File: config.mk
export PLATFORM = sky130hd
export DESIGN_NAME = pe_inject_arbiter
export DESIGN_NICKNAME = d
export VERILOG_FILES = /design/src/rtl/pe_inject_arbiter.sv
export SDC_FILE = /design/constraint.sdc
export NUM_CORES = 1
export LEC_CHECK = 0
export ABC_AREA = 1
export CORE_ASPECT_RATIO = 1.1
export CORE_MARGIN = 2
export CORE_UTILIZATION = 39
export DETAILED_ROUTE_END_ITERATION = 10
export GPL_TIMING_DRIVEN = 0
export PLACE_DENSITY = 0.81
export SYNTH_ARGS = -nofsm -noshare
export SYNTH_HDL_FRONTEND = slang
export SYNTH_SLANG_ARGS = --single-unit
File: constraint.sdc
create_clock -name clk -period 2.2 [get_ports clk]
set_input_delay 0.44 -clock clk [delete_from_list [all_inputs] [get_ports clk]]
set_output_delay 0.44 -clock clk [all_outputs]
set_load 0.02 [all_outputs]
File: src/rtl/pe_inject_arbiter.sv
// pe_inject_arbiter
// Round-robin arbiter that shares one router injection port of a PE among
// N_REQ packet sources (activation broadcast, completion/status, debug).
// A winning source keeps the port until its last flit is accepted, so
// multi-flit bursts are never interleaved. The arbiter owns the single
// output register that drives send_en/send_addr/send_data into the router.
//
// Timing:
//   - A flit accepted in cycle t is presented on send_* in cycle t+1.
//   - The output slot can be drained and reloaded in the same cycle, so
//     back-to-back flits stream at one per cycle while router_rdy is high.

module pe_inject_arbiter #(
  parameter int N_REQ  = 3,   // number of requesters (2..8)
  parameter int ADDR_W = 6,   // router destination address width
  parameter int DATA_W = 16   // flit payload width
) (
  input  logic                      clk,
  input  logic                      rst,         // synchronous, active-low
  input  logic [N_REQ-1:0]          req_valid,
  input  logic [N_REQ-1:0]          req_last,
  input  logic [N_REQ*ADDR_W-1:0]   req_addr,
  input  logic [N_REQ*DATA_W-1:0]   req_data,
  output logic [N_REQ-1:0]          req_ready,
  input  logic                      router_rdy,
  output logic                      send_en,
  output logic [ADDR_W-1:0]         send_addr,
  output logic [DATA_W-1:0]         send_data,
  output logic                      busy
);

  // --------------------------------------------------------------------------
  // Types and helpers
  // --------------------------------------------------------------------------
  localparam int PTR_W = (N_REQ > 1) ? $clog2(N_REQ) : 1;

  typedef logic [PTR_W-1:0] ptr_t;

  // IDLE: round-robin among all sources. LOCKED: port reserved for owner_q.
  typedef enum logic {
    ST_IDLE   = 1'b0,
    ST_LOCKED = 1'b1
  } state_e;

  // Successor of a source index, wrapping at N_REQ (N_REQ need not be 2^k).
  function automatic ptr_t next_ptr(input ptr_t p);
    return (p == ptr_t'(N_REQ - 1)) ? '0 : p + ptr_t'(1);
  endfunction

  // --------------------------------------------------------------------------
  // Signals
  // --------------------------------------------------------------------------
  state_e              state_q, state_d;
  ptr_t                rr_ptr_q, rr_ptr_d;   // first source searched in IDLE
  ptr_t                owner_q, owner_d;     // burst owner while LOCKED

  logic                send_en_q, send_en_d;
  logic [ADDR_W-1:0]   send_addr_q, send_addr_d;
  logic [DATA_W-1:0]   send_data_q, send_data_d;

  logic                slot_free;            // output register can take a flit
  logic                rr_found;             // some source is valid (IDLE search)
  ptr_t                rr_pick;              // round-robin winner
  ptr_t                scan;                 // search cursor
  ptr_t                grant_idx;            // source granted this cycle
  logic                grant_ok;             // granted source is presenting a flit
  logic                accept;               // a flit is taken this cycle
  logic                accept_last;          // ...and it closes its packet

  // The slot is free if it is empty or its flit is leaving this cycle.
  assign slot_free = ~send_en_q | router_rdy;

  // --------------------------------------------------------------------------
  // Round-robin search: first valid source at or after rr_ptr_q, wrapping.
  // --------------------------------------------------------------------------
  // NOTE: every variable assigned in an always_comb gets a default at the top;
  // a path that leaves one unassigned would infer a latch.
  always_comb begin
    rr_found = 1'b0;
    rr_pick  = rr_ptr_q;
    scan     = rr_ptr_q;
    for (int k = 0; k < N_REQ; k++) begin
      if (!rr_found && req_valid[scan]) begin
        rr_found = 1'b1;
        rr_pick  = scan;
      end
      scan = next_ptr(scan);
    end
  end

  // --------------------------------------------------------------------------
  // FSM (1/3): state register with synchronous active-low reset.
  // --------------------------------------------------------------------------
  // NOTE: sequential state uses non-blocking assignments so every flop
  // samples the pre-edge value of every other flop, regardless of order.
  always_ff @(posedge clk) begin
    if (!rst) begin
      state_q  <= ST_IDLE;
      rr_ptr_q <= '0;
      owner_q  <= '0;
    end else begin
      state_q  <= state_d;
      rr_ptr_q <= rr_ptr_d;
      owner_q  <= owner_d;
    end
  end

  // --------------------------------------------------------------------------
  // FSM (2/3): next state, round-robin pointer and burst owner.
  // --------------------------------------------------------------------------
  always_comb begin
    state_d  = state_q;
    rr_ptr_d = rr_ptr_q;
    owner_d  = owner_q;
    if (accept) begin
      if (accept_last) begin
        // Packet complete: release the port and rotate past the sender.
        state_d  = ST_IDLE;
        rr_ptr_d = next_ptr(grant_idx);
      end else begin
        // Burst continues: reserve the port for this source. In LOCKED the
        // grant is always the owner, so owner_d is unchanged there.
        state_d  = ST_LOCKED;
        owner_d  = grant_idx;
      end
    end
  end

  // --------------------------------------------------------------------------
  // FSM (3/3): grant decode, one-hot ready and busy.
  // --------------------------------------------------------------------------
  always_comb begin
    if (state_q == ST_LOCKED) begin
      // Only the owner may be served; an idle owner still blocks everyone.
      grant_idx = owner_q;
      grant_ok  = req_valid[owner_q];
    end else begin
      grant_idx = rr_pick;
      grant_ok  = rr_found;
    end
    // Reset masks the grant combinationally so nothing is taken while rst==0.
    accept      = rst & slot_free & grant_ok;
    accept_last = req_last[grant_idx];
    req_ready   = '0;
    if (accept) begin
      req_ready[grant_idx] = 1'b1;
    end
    busy = send_en_q | (state_q == ST_LOCKED);
  end

  // --------------------------------------------------------------------------
  // Output slot next state: load on accept, clear on drain, else hold.
  // --------------------------------------------------------------------------
  always_comb begin
    send_en_d   = send_en_q;
    send_addr_d = send_addr_q;
    send_data_d = send_data_q;
    if (accept) begin
      // Covers drain-and-reload in the same cycle: send_en stays high.
      send_en_d   = 1'b1;
      send_addr_d = req_addr[int'(grant_idx) * ADDR_W +: ADDR_W];
      send_data_d = req_data[int'(grant_idx) * DATA_W +: DATA_W];
    end else if (router_rdy) begin
      // Flit left (or slot was already empty); payload bits are don't-care.
      send_en_d   = 1'b0;
    end
  end

  // --------------------------------------------------------------------------
  // Output slot register; reset drops any pending flit.
  // --------------------------------------------------------------------------
  always_ff @(posedge clk) begin
    if (!rst) begin
      send_en_q   <= 1'b0;
      send_addr_q <= '0;
      send_data_q <= '0;
    end else begin
      send_en_q   <= send_en_d;
      send_addr_q <= send_addr_d;
      send_data_q <= send_data_d;
    end
  end

  assign send_en   = send_en_q;
  assign send_addr = send_addr_q;
  assign send_data = send_data_q;

  // --------------------------------------------------------------------------
  // Embedded protocol checks
  // --------------------------------------------------------------------------
  // At most one source is granted in any cycle.
  a_ready_onehot : assert property (@(posedge clk) $onehot0(req_ready));

  // A stalled output flit is held unchanged until the router takes it.
  a_stall_hold : assert property (@(posedge clk) disable iff (!rst)
    (send_en_q && !router_rdy) |=>
      (send_en_q && $stable(send_addr_q) && $stable(send_data_q)));

endmodule

==> flow_summary.json <==
{
  "fp.dieW_microns": 69.39,
  "pwr-share-clk_pct": 7.5,
  "finalClockSkew_ns": 0.004998,
  "ys_seq_area_share_pct": 30.56,
  "holdPathStages": 2,
  "vdd_ir_drop_max_mv": 0.6887,
  "regToRegSetupSlack_ns": 0.06,
  "core_region_area_sq_um": 4587,
  "cts_root_buf": "clkbuf_8",
  "netSwitchingPower_mw": 2.108,
  "worst_pin_slew_ns": 0.4997,
  "r2r_end": "send_en$_SDFFE_PN0P_",
  "final_antenna_net_count": 0,
  "ys_warn_count": 0,
  "whs_endpoint": "state_q$_SDFFE_PN0P_",
  "vias_per_cell": 5.252,
  "violations": "negative setup slack",
  "crit_type": "reg2out",
  "timing.rr.start": "rr_ptr_q[0]$_SDFFE_PN0P_",
  "gp_congestion": 0.9044,
  "crit_path_cell_trace": "inv_4 -> nor2_4 -> nand2_2 -> nand2_2 -> nor2_4 -> nand3b_1 -> nand2_1 -> nor2_2 -> clkinv_2 -> buf_8 -> nor3_4 -> buf_6",
  "clock-sinks": 28,
  "place_ws_ns": -1.291,
  "syn_area_per_cell_sq_um": 6.303,
  "dp_hpwl_microns": 4737,
  "fmax_mhz": 420.4,
  "required_ns": 1.76,
  "netlist_area_sq_um": 1834,
  "final_area_sq_um": 3339,
  "row_count": 26,
  "fin_ws_ns": -0.1789,
  "ys_types": 27,
  "cts_buffers": 3,
  "numPortBuffers": 101,
  "grt_max_degree": 16,
  "slowest_delay_ns": 0.39,
  "die-area_sq_um": 5268,
  "drc": 0,
  "tritoncts": "done",
  "synth-seq-cells": 28,
  "cp_max_fo": 5,
  "maxSlewHeadroom_pct": 66.69,
  "cp.arrival_ns": 1.94,
  "final_util_pct": 72.80,
  "fin_crit_sh_pct": 108.1,
  "grt.overflow.total": 0,
  "setup_viol": 3,
  "cap_violations": 0,
  "fin_cells": 476,
  "placed_cells": 448,
  "intPower_mw": 2.349,
  "rsz0062_at_grt": "yes",
  "grt_pass1_wl_microns": 10890,
  "final_common_cell": "clkdlybuf4s50_1",
  "power_density_nw_per_um2": 1335,
  "first_pass_iters": 4,
  "clk_pin_slew_ns": 0.10,
  "p_total_mw": 4.457,
  "worstRegToRegCells": 16,
  "leakagePower_nw": 1.489,
  "place_area_sq_um": 2927,
  "cp-end-kind": "output pin",
  "crit_path_start_kind": "flop",
  "antenna_found_initial": 0,
  "globalRouteTotalUtil_pct": 24.99,
  "area_growth_syn_to_layout_pct": 82.06,
  "finalWirelength_microns": 6911,
  "cpMaxStageDelayCell": "dfxtp_4",
  "holdBufCountCts": 0,
  "drive_above_1_share_pct": 20.95,
  "finalSetupTns_ns": -0.4922,
  "drv_slew": 0,
  "start_util_pct": 39.99,
  "hold_viol_final": 0,
  "synth_fp_nets": 366,
  "die_height_microns": 75.93,
  "pin_count": 102,
  "clockBufferDepth": 2,
  "antennaDiodeCount": 0,
  "hold_path.class": "reg2reg",
  "final_nets": 496,
  "final_cell_mix": "clkdlybuf4s50_1, nand2_1, a21oi_1",
  "status": "finished, violations left",
  "pwr-share-comb_pct": 74.3,
  "hold_slack_ns": 0.5339,
  "grt_pass1_vias": 2457,
  "drt_iter0_drc": 98,
  "min_from": "state_q$_SDFFE_PN0P_",
  "syn_inst": 291,
  "layout_min_cycle_time_ns": 2.379,
  "power_frac_seq_pct": 18.2,
  "wl_per_cell_microns": 14.52,
  "htreeDepth": 1,
  "via_count": 2500,
  "fillers": 365,
  "p_sw_share_pct": 47.30,
  "clk_latency_ns": 0.28
}
logic make-up after synthesis:
| logic type | after synthesis | synth area share [%] |
|---|---|---|
| AOI/OAI and AO/OA | 59 | 17.53 |
| buffers and inverters | 45 | 12.41 |
| and+or+nand+nor | 159 | 39.50 |
| DFF | 28 | 30.56 |
registers in the layout, indices dropped and copies added (netlist names):
name       cells
rr_ptr_q       2
state_q        1
send_data     16
owner_q        2
send_addr      6
send_en        1
worst max-delay path, delay by kind of cell, from the launching register on:
family | cells | cell delay, ns
flip-flops | 1 | 0.39
AND/OR/NAND/NOR | 8 | 0.79
buffers and inverters | 4 | 0.48
power groups by stage:
| stage | logic [mW] | clock network [mW] | registers (mW) |
|---|---|---|---|
| floorplan | 1.59 | 0 | 0.963 |
| global placement | 2.62 | 0 | 0.790 |
| detailed placement | 2.65 | 0 | 0.795 |
| CTS | 3.05 | 0.337 | 0.802 |
| global route | 3.55 | 0.354 | 0.833 |
| finish | 3.31 | 0.332 | 0.812 |
synth_stat cells, drive strengths merged:
master / count / share of area, %
inv: 28 / 6.0
a21oi: 32 / 8.7
or2: 1 / 0.34
nor2: 29 / 6.9
o221ai: 1 / 0.48
clkinv: 1 / 0.20
dfxtp: 28 / 31
nand4: 11 / 3.8
nand2: 84 / 19
nand3: 31 / 9.0
clkbuf: 3 / 0.68
buf: 13 / 5.5
o21ai: 17 / 4.6
nand3b: 1 / 0.41
nor3: 2 / 0.55
o21a: 9 / 3.7
metal layers:
metal	vias to the layer above	global-route usage (%)	part of all wire (%)
li1	1211	-	-
met1	1174	28.02	39
met2	97	45.10	52
met3	18	4.920	6.5
met4	0	11.18	2.4
met5	-	0	0
final cells by class:
cell class                 count  area [sq um]  area share [%]
buffer                        15         130.1           3.897
clock buffer                   4         55.05           1.649
inverter                      29         122.6           3.672
multi-input combinational    218          1181           35.37
sequential                    28         568.0           17.01
tap                           56         70.07           2.098
timing repair buffer         126          1212           36.31
what timing repair did:
action                                 CTS  global route
endpoints found under the hold margin    0             0
pin swaps                                8            12
buffers inserted                        22             5
resized for setup                       55            21
cloned                                   0             0
setup endpoints to repair               30            23
worst max path at each step:
stage,endpoint,from,slack (ns)
after global routing,req_ready[2],rr_ptr_q[0]$_SDFFE_PN0P_,-0.29
after global placement,req_ready[2],req_valid[0],-1.35
after detailed placement,req_ready[2],req_valid[1],-1.29
after floorplan,req_ready[1],req_valid[0],0.01
final,req_ready[2],rr_ptr_q[0]$_SDFFE_PN0P_,-0.18
after CTS,req_ready[2],rr_ptr_q[0]$_SDFFE_PN0P_,-0.16
Note: power is estimated with default switching activity, not from simulation.
